$ cat config.mk
export PLATFORM = sky130hd
export DESIGN_NAME = dct_input_pair_buffer
export DESIGN_NICKNAME = d
export VERILOG_FILES = /design/src/rtl/dct_pkg.sv /design/src/rtl/dct_pair_bank.sv /design/src/rtl/dct_input_pair_buffer.sv
export SDC_FILE = /design/constraint.sdc
export NUM_CORES = 1
export LEC_CHECK = 0
export ABC_AREA = 0
export BUFFER_PORTS_ARGS = -buffer_cell sky130_fd_sc_hd__buf_2
export CORE_MARGIN = 2
export CORE_UTILIZATION = 27
export DETAILED_ROUTE_END_ITERATION = 12
export RECOVER_POWER = 25
export SYNTH_ARGS = -nofsm -noshare
export SYNTH_HDL_FRONTEND = slang
export SYNTH_HIERARCHICAL = 1
export SYNTH_SLANG_ARGS = --single-unit
$ cat constraint.sdc
create_clock -name clk -period 2.4 [get_ports clk]
set_input_delay 0.24 -clock clk [delete_from_list [all_inputs] [get_ports clk]]
set_output_delay 0.24 -clock clk [all_outputs]
set_load 0.005 [all_outputs]
$ cat src/rtl/dct_pkg.sv
// Shared types and defaults for the DCT input stage.
package dct_pkg;

  localparam int unsigned DCT_WIDTH = 16;
  localparam int unsigned DCT_N     = 8;

  typedef enum logic [1:0] {
    Empty,
    Filling,
    Full
  } bank_state_e;

  // LSB position of lane k in a flattened lane vector.
  function automatic int unsigned lane_lsb(input int unsigned k, input int unsigned width);
    return k * width;
  endfunction

endpackage

$ cat src/rtl/dct_pair_bank.sv
// N x Width register file with one write port and a combinational mirrored-pair read.
module dct_pair_bank
  import dct_pkg::*;
#(
  parameter int unsigned Width = DCT_WIDTH,
  parameter int unsigned N     = DCT_N
) (
  input  logic                       clk,
  input  logic                       rst,
  input  logic                       wr_en,
  input  logic [$clog2(N)-1:0]       wr_idx,
  input  logic [Width-1:0]           wr_data,
  output logic [(N/2)*Width-1:0]     out_a,
  output logic [(N/2)*Width-1:0]     out_b
);

  logic [Width-1:0] mem_q [N];

  always_ff @(posedge clk) begin
    if (rst) begin
      for (int i = 0; i < int'(N); i++) mem_q[i] <= '0;
    end else if (wr_en) begin
      mem_q[wr_idx] <= wr_data;
    end
  end

  // Lane k pairs x[k] with x[N-1-k] for the butterfly that follows.
  always_comb begin
    out_a = '0;
    out_b = '0;
    for (int unsigned k = 0; k < N / 2; k++) begin
      out_a[lane_lsb(k, Width) +: Width] = mem_q[k];
      out_b[lane_lsb(k, Width) +: Width] = mem_q[N - 1 - k];
    end
  end

endmodule

$ cat src/rtl/dct_input_pair_buffer.sv
// Ping-pong block assembler: serial samples in, one block of N/2 mirrored pairs out per beat.
module dct_input_pair_buffer
  import dct_pkg::*;
#(
  parameter int unsigned WIDTH = DCT_WIDTH,
  parameter int unsigned N     = DCT_N
) (
  input  logic                       clk,
  input  logic                       rst,
  input  logic                       in_valid,
  output logic                       in_ready,
  input  logic [WIDTH-1:0]           in_data,
  input  logic                       in_first,
  output logic                       out_valid,
  input  logic                       out_ready,
  output logic [(N/2)*WIDTH-1:0]     out_a,
  output logic [(N/2)*WIDTH-1:0]     out_b,
  output logic [7:0]                 drop_cnt
);

  localparam int unsigned IdxW = $clog2(N);
  localparam logic [IdxW-1:0] LastIdx = IdxW'(N - 1);

  bank_state_e     state_q [2];
  bank_state_e     state_d [2];
  logic            wr_bank_q, wr_bank_d;
  logic            rd_bank_q, rd_bank_d;
  logic [IdxW-1:0] wr_idx_q, wr_idx_d;
  logic [7:0]      drop_q, drop_d;

  logic            in_acc, out_acc;
  logic [IdxW-1:0] wr_pos;
  logic [1:0]      bank_we;
  logic [(N/2)*WIDTH-1:0] bank_a [2];
  logic [(N/2)*WIDTH-1:0] bank_b [2];

  always_ff @(posedge clk) begin
    if (rst) begin
      state_q[0] <= Empty;
      state_q[1] <= Empty;
      wr_bank_q  <= 1'b0;
      rd_bank_q  <= 1'b0;
      wr_idx_q   <= '0;
      drop_q     <= '0;
    end else begin
      state_q[0] <= state_d[0];
      state_q[1] <= state_d[1];
      wr_bank_q  <= wr_bank_d;
      rd_bank_q  <= rd_bank_d;
      wr_idx_q   <= wr_idx_d;
      drop_q     <= drop_d;
    end
  end

  // in_first always restarts the block at index 0.
  assign wr_pos = in_first ? '0 : wr_idx_q;

  // An input accept never targets a Full bank and an output accept only targets a Full one,
  // so the two updates below always touch different banks.
  always_comb begin
    state_d[0] = state_q[0];
    state_d[1] = state_q[1];
    wr_bank_d  = wr_bank_q;
    rd_bank_d  = rd_bank_q;
    wr_idx_d   = wr_idx_q;
    drop_d     = drop_q;
    if (out_acc) begin
      state_d[rd_bank_q] = Empty;
      rd_bank_d          = ~rd_bank_q;
    end
    if (in_acc) begin
      if (in_first && state_q[wr_bank_q] == Filling && wr_idx_q != '0 && drop_q != 8'hFF) begin
        drop_d = drop_q + 8'd1;
      end
      if (wr_pos == LastIdx) begin
        state_d[wr_bank_q] = Full;
        wr_bank_d          = ~wr_bank_q;
        wr_idx_d           = '0;
      end else begin
        state_d[wr_bank_q] = Filling;
        wr_idx_d           = wr_pos + IdxW'(1);
      end
    end
  end

  always_comb begin
    in_ready   = (state_q[wr_bank_q] != Full);
    out_valid  = (state_q[rd_bank_q] == Full);
    in_acc     = in_valid & in_ready;
    out_acc    = out_valid & out_ready;
    bank_we[0] = in_acc & ~wr_bank_q;
    bank_we[1] = in_acc & wr_bank_q;
    out_a      = bank_a[rd_bank_q];
    out_b      = bank_b[rd_bank_q];
    drop_cnt   = drop_q;
  end

  for (genvar b = 0; b < 2; b++) begin : g_bank
    dct_pair_bank #(
      .Width (WIDTH),
      .N     (N)
    ) u_bank (
      .clk     (clk),
      .rst     (rst),
      .wr_en   (bank_we[b]),
      .wr_idx  (wr_pos),
      .wr_data (in_data),
      .out_a   (bank_a[b]),
      .out_b   (bank_b[b])
    );
  end

endmodule
---- Word level (Yosys, flattened, before mapping) ----
Memory sizes are Yosys's and may differ from the RTL's. A register that Yosys moved wholly into a read port is not among the register bits.
Cells that the tools add are included.
cells by class
  add/subtract/negate cells ............... 2
  multiply operators ...................... 0
  div/mod/pow operators ................... 0
  magnitude comparators ................... 4
  eq/ne operators ......................... 5
  shift-type cells ........................ 0
  muxes and demuxes ....................... 36
  bitwise operators ....................... 18
  reduce and logical (&&, ||, !) cells .... 10
operators with widths
  operator                                                                       count
  64-bit two-way mux                                                             6
  16-bit two-way mux                                                             2
  16-bit OR reduction                                                            2
  1-bit two-way mux                                                              15
  3-bit two-way mux                                                              4
  4-bit two-way mux                                                              3
  8-bit by 1-bit adder with 8-bit output (second input constant)                 1
  2-bit two-way mux                                                              4
  8-bit inequality test (second input constant)                                  1
  1-bit logical AND                                                              5
  1-bit bitwise AND                                                              4
  2-bit bitwise AND                                                              2
  4-bit bitwise AND                                                              1
  2-bit demux with 1-bit select                                                  2
  2-bit >= comparator (second input constant)                                    2
  2-bit by 1-bit less-than comparator with 1-bit output (second input constant)  2
  1-bit NOT with 2-bit output                                                    2
  2-bit NOT                                                                      2
  4-bit NOT                                                                      1
  2-bit bitwise OR                                                               2
  2-bit AND reduction                                                            2
  3-bit by 1-bit adder with 3-bit output (second input constant)                 1
  3-bit == test (second input constant)                                          1
  3-bit nonzero test                                                             1
  other kinds (5)                                                                7
word-level totals
  flip-flop bits (word level) ............. 13
  latch bits .............................. 0
  bits in writable memories ............... 260
  memory bits (read-only) ................. 0
  output and inout bits ................... 138
  memories kept ........................... 3
memories
  memory                  depth  width  rd ports  clocked after memory_dff  write ports  RTL line                     RTL
  g_bank[0].u_bank.mem_q  8      16     8         0                         8            dct_pair_bank.sv:17          logic [Width-1:0] mem_q [N];
  g_bank[1].u_bank.mem_q  8      16     8         0                         8            dct_pair_bank.sv:17
  state_q                 2      2      4         2                         2            dct_input_pair_buffer.sv:24  bank_state_e state_q [2];

---- Logic depth before layout (Yosys ltp) ----
  depth in word-level cells ............... 12
  gate-level depth with buffers ........... 7

---- Cells and area by module ----
The synthesis kept the hierarchy.
by module, submodules not included
  module                 instances  cells each  area an instance (µm²)
  dct_pair_bank          2          322         4765.8
  dct_input_pair_buffer  1          258         2503.7

---- Least setup slack after synthesis ----
OpenSTA, ideal clock, no wires.
  path kind ............................... register to register
  start point ............................. memory state_q[0][1] (netlist name)
  end point ............................... memory g_bank[0].u_bank/mem_q[0][0] (netlist name), enable pin
  library setup time ...................... 392 ps
  data arrival time ....................... 2161 ps
  required time ........................... 2008 ps
  path slack .............................. -153 ps
  stages on the path, launching flop included .. 7
  buffers on the path ..................... 1
  clock period less this slack ............ 2553 ps
  cell sequence ........................... dfxtp_1 or3b_1 nand3_1 nor2_1 or3b_1 buf_2 o21bai_1
RTL lines
  item             RTL line
  start, declared  dct_input_pair_buffer.sv:24
  end, declared    dct_pair_bank.sv:17

---- Final worst setup path ----
  start point ............................. register rd_bank_q
  end point ............................... output port out_b[31]
on the way
  cells in the longest elaborated chain, start to end .. 4
ends and longest elaborated chain
  item                                                    RTL line                     RTL
  start, declared                                         dct_input_pair_buffer.sv:27  logic rd_bank_q, rd_bank_d;
  start signal, assigned                                  dct_input_pair_buffer.sv:49  rd_bank_q <= rd_bank_d;
  1-bit NOT with 2-bit output (implied by the code)       dct_input_pair_buffer.sv:94  out_b = bank_b[rd_bank_q];
  64-bit two-way mux (implied by the code) (3 in series)  dct_input_pair_buffer.sv:94
  end, declared                                           dct_input_pair_buffer.sv:17  output logic [(N/2)*WIDTH-1:0] out_b,
No other way between the ends. The select of a mux whose other input is x is not followed.

==> impl_metrics.json <==
{
  "synth_compound_area_share_pct": 2.73,
  "finalHoldViolations": 0,
  "use_met3_pct": 3.91,
  "clk_pin_slew_worst_paths_ns": 0.06,
  "synth_nets": 927,
  "clock_sinks": 275,
  "critPathKind": "flop to output pin",
  "synthAdderAreaFrac_pct": 0.416,
  "post-route-period-util_pct": 93.9,
  "outcome": "completed",
  "wl_per_cell_um": 22.5,
  "first_global_vias": 7784,
  "holdPathStages": 2,
  "vias": 8029,
  "drv_cap": 0,
  "leakage_nw": 5.25,
  "postCtsSetupBuffers": 0,
  "ant_nets": 0,
  "dieHeight_um": 215,
  "regToRegEndpoint": "g_bank[0].u_bank/mem_q[5][3]",
  "drt_wl_total_um": 37800,
  "fin_skew_ns": 0.0172,
  "holdCritStartpoint": "in_valid",
  "hold_buffers": 0,
  "synthXorXnorAreaFrac_pct": 0.146,
  "grt_pass1_wl_um": 53400,
  "reg2regPathDepth": 5,
  "place.detailed.hpwl_um": 27000,
  "yosysSeqAreaShare_pct": 67.0,
  "worstSetupEndpointType": "output pin",
  "critPathLaunchType": "flop",
  "syn_area_um2": 12000,
  "routabilityCongestion": 0.816,
  "cts_tree": "done",
  "io_buffers": 158,
  "cts_made_buffers": 28,
  "final_area_um2": 14600,
  "use_met2_pct": 25.2,
  "vias_per_cell": 4.77,
  "powerDensity_nw_per_um2": 712,
  "rsz0062_at_grt": "false",
  "start_util_pct": 27.3,
  "r2r_slack_ns": 0.23,
  "cts_buffer_depth": 3,
  "drtIter0Drc": 846,
  "antenna_found_initial": 5,
  "yosys.area_share.simple_pct": 15.0,
  "slew_headroom_pct": 38.5,
  "r2r-start": "wr_idx_q[2]",
  "synth.avg_cell_area_um2": 13.3,
  "cts_max_level": 1,
  "cp.arrival_ns": 2.01,
  "ys_types": 39,
  "cts-resized-gates": 0,
  "drc": 0,
  "required_ns": 2.16,
  "netlist_instances": 902,
  "coreArea_um2": 44100,
  "cp_max_fo": 58,
  "worstMarginPinSlew_ns": 0.916,
  "area_growth_pct": 21.1,
  "io_pins": 159,
  "setup_viol": 0,
  "grt_use_met1_pct": 21.2,
  "clock_latency_ns": 0.55,
  "max_freq_mhz": 444,
  "setup_ws_ns": 0.147,
  "timing.hold.ws_ns": 0.0606,
  "placementRows": 77,
  "dp.cells": 1634,
  "instances_no_fill": 1682,
  "final_nets": 1097,
  "yosysWarnings": 6,
  "pre_cts_slack_ns": 0.277,
  "drive_gt1_share_pct": 36.2,
  "ys_ff_latch": 275,
  "final_max_slew_viol_count": 0,
  "dpl_cell_area_um2": 13700,
  "drtPass1Iterations": 7,
  "whs_endpoint": "wr_idx_q[0]",
  "gr-total-overflow": 0,
  "min_period_ns": 2.25,
  "grt_max_degree": 74,
  "grt-busiest-layer": "met2",
  "hp-class": "input port to flop",
  "vdd_drop_max_v": 0.000435,
  "timing.setup.tns_ns": 0,
  "muxShareOfSynthArea_pct": 12.2,
  "die_w_um": 215,
  "clock-root-buffer": "clkbuf_16",
  "track_usage_pct": 15.8,
  "synth_top_family_by_area": "simple AND/OR/NAND/NOR gates",
  "die-area_um2": 46300
}
[through the flow]
stage	util (%)	power (mW)
final	33.0	10.4
after global routing	33.0	10.7
after CTS	33.1	10.5
after detailed placement	31.1	6.18
after global placement	31.1	6.17
after floorplan	-	5.82
[Yosys cell counts]
cell type | number | share of area (%)
o21ai_0 | 3 | 0.12
nand4_1 | 4 | 0.21
nand3_1 | 8 | 0.33
o311a_1 | 2 | 0.17
ha_1 | 4 | 0.42
xnor2_1 | 2 | 0.15
dfxtp_1 | 19 | 3.2
or3_1 | 5 | 0.26
nand2_1 | 8 | 0.25
buf_4 | 1 | 0.062
nor3b_2 | 1 | 0.10
o41ai_1 | 1 | 0.073
a21oi_1 | 11 | 0.46
or4_1 | 2 | 0.12
a21o_1 | 1 | 0.062
buf_1 | 2 | 0.062
or2_2 | 1 | 0.052
buf_2 | 28 | 1.2
nand3b_1 | 38 | 2.4
clkbuf_1 | 31 | 0.97
edfxtp_1 | 256 | 64
or3b_1 | 17 | 1.2
o311ai_0 | 1 | 0.073
o21a_1 | 1 | 0.062
o31ai_1 | 3 | 0.19
o21bai_1 | 18 | 1.1
o221ai_1 | 2 | 0.15
or3b_2 | 19 | 1.4
nor2b_1 | 3 | 0.16
a311oi_2 | 1 | 0.12
o21ai_2 | 1 | 0.073
nand2b_1 | 3 | 0.16
a21boi_1 | 1 | 0.062
and2_1 | 2 | 0.10
mux2_2 | 129 | 12
and3b_1 | 1 | 0.073
inv_1 | 7 | 0.22
nor2_1 | 264 | 8.2
mux2i_1 | 1 | 0.083
[layer usage]
metal	up-vias	wire [um]
met4	4	1280
met1	4013	15600
li1	3579	-
met5	-	18
met3	65	3240
met2	368	17600
[placed cells by master, fill, tap and decap left out, drive strengths merged, types with 2 or more instances in the layout]
cell    synthesis  routed
o31ai           3       3
o21ai           4       4
o221ai          2       2
bufinv          0       3
nor2          264     264
nand3b         38      38
ha              4       4
nand4           4       4
or4             2       2
clkinv          0       8
and2            2       2
o311a           2       2
xnor2           2       2
a21oi          11      11
nand2b          3       3
nor2b           3       3
clkbuf         31      52
inv             7       7
or3             5       5
mux2          129     129
nand2           8       8
buf            31     185
diode           0       2
o21bai         18      18
or3b           36      36
dfxtp          19      19
nand3           8       8
edfxtp        256     256
[final cells by class]
type,instances,area (um2)
antenna,2,5.00
clock buffer,35,757
clock inverter,11,138
fill,4437,29600
inverter,7,26.3
multi-input combinational,558,3700
sequential,275,8070
tap,592,741
timing repair buffer,202,1140
[registers in the layout, summed over array words and instances, names as in the netlist, named ones only]
register and count:
wr_idx_q 3, state_q 4, rd_bank_q 1, drop_cnt 8, g_bank.u_bank/mem_q 256, wr_bank_q 1
[cells by family (layout without fill, tap and decap cells)]
logic type	Yosys count	count (layout)
mux	130	130
xor+xnor	2	2
other cells	0	2
buf+inv	69	255
flops	275	275
compound gates	46	46
fa+ha+maj	4	4
simple gates	376	376
[power by group]
| part | internal, mW | leakage, nW | switching [mW] |
|---|---|---|---|
| clock | 2.53 | 0.441 | 1.78 |
| sequential | 5.40 | 2.81 | 0.0517 |
| combinational | 0.231 | 2.01 | 0.394 |
[worst max path at each step]
stage / startpoint / endpoint / slack [ns] / cells past startpoint
4_1_cts: rd_bank_q / out_a[63] / 0.25 / 3
2_1_floorplan: state_q[0][1] / g_bank[0].u_bank/mem_q[0][0] / -0.15 / 6
6_report: rd_bank_q / out_b[31] / 0.15 / 3
3_5_place_dp: state_q[0][1] / g_bank[1].u_bank/mem_q[2][3] / 0.28 / 6
3_3_place_gp: flop / g_bank[1].u_bank/mem_q[2][3] / 0.31 / 6
5_1_grt: wr_idx_q[2] / g_bank[0].u_bank/mem_q[4][11] / 0.06 / 5
[worst max-delay path: stages, from the launching register on]
cell and delay, ns:
dfxtp_4 0.36, buf_6 0.47, mux2_2 0.45, buf_2 0.14
(Power assumes the default switching activity.)
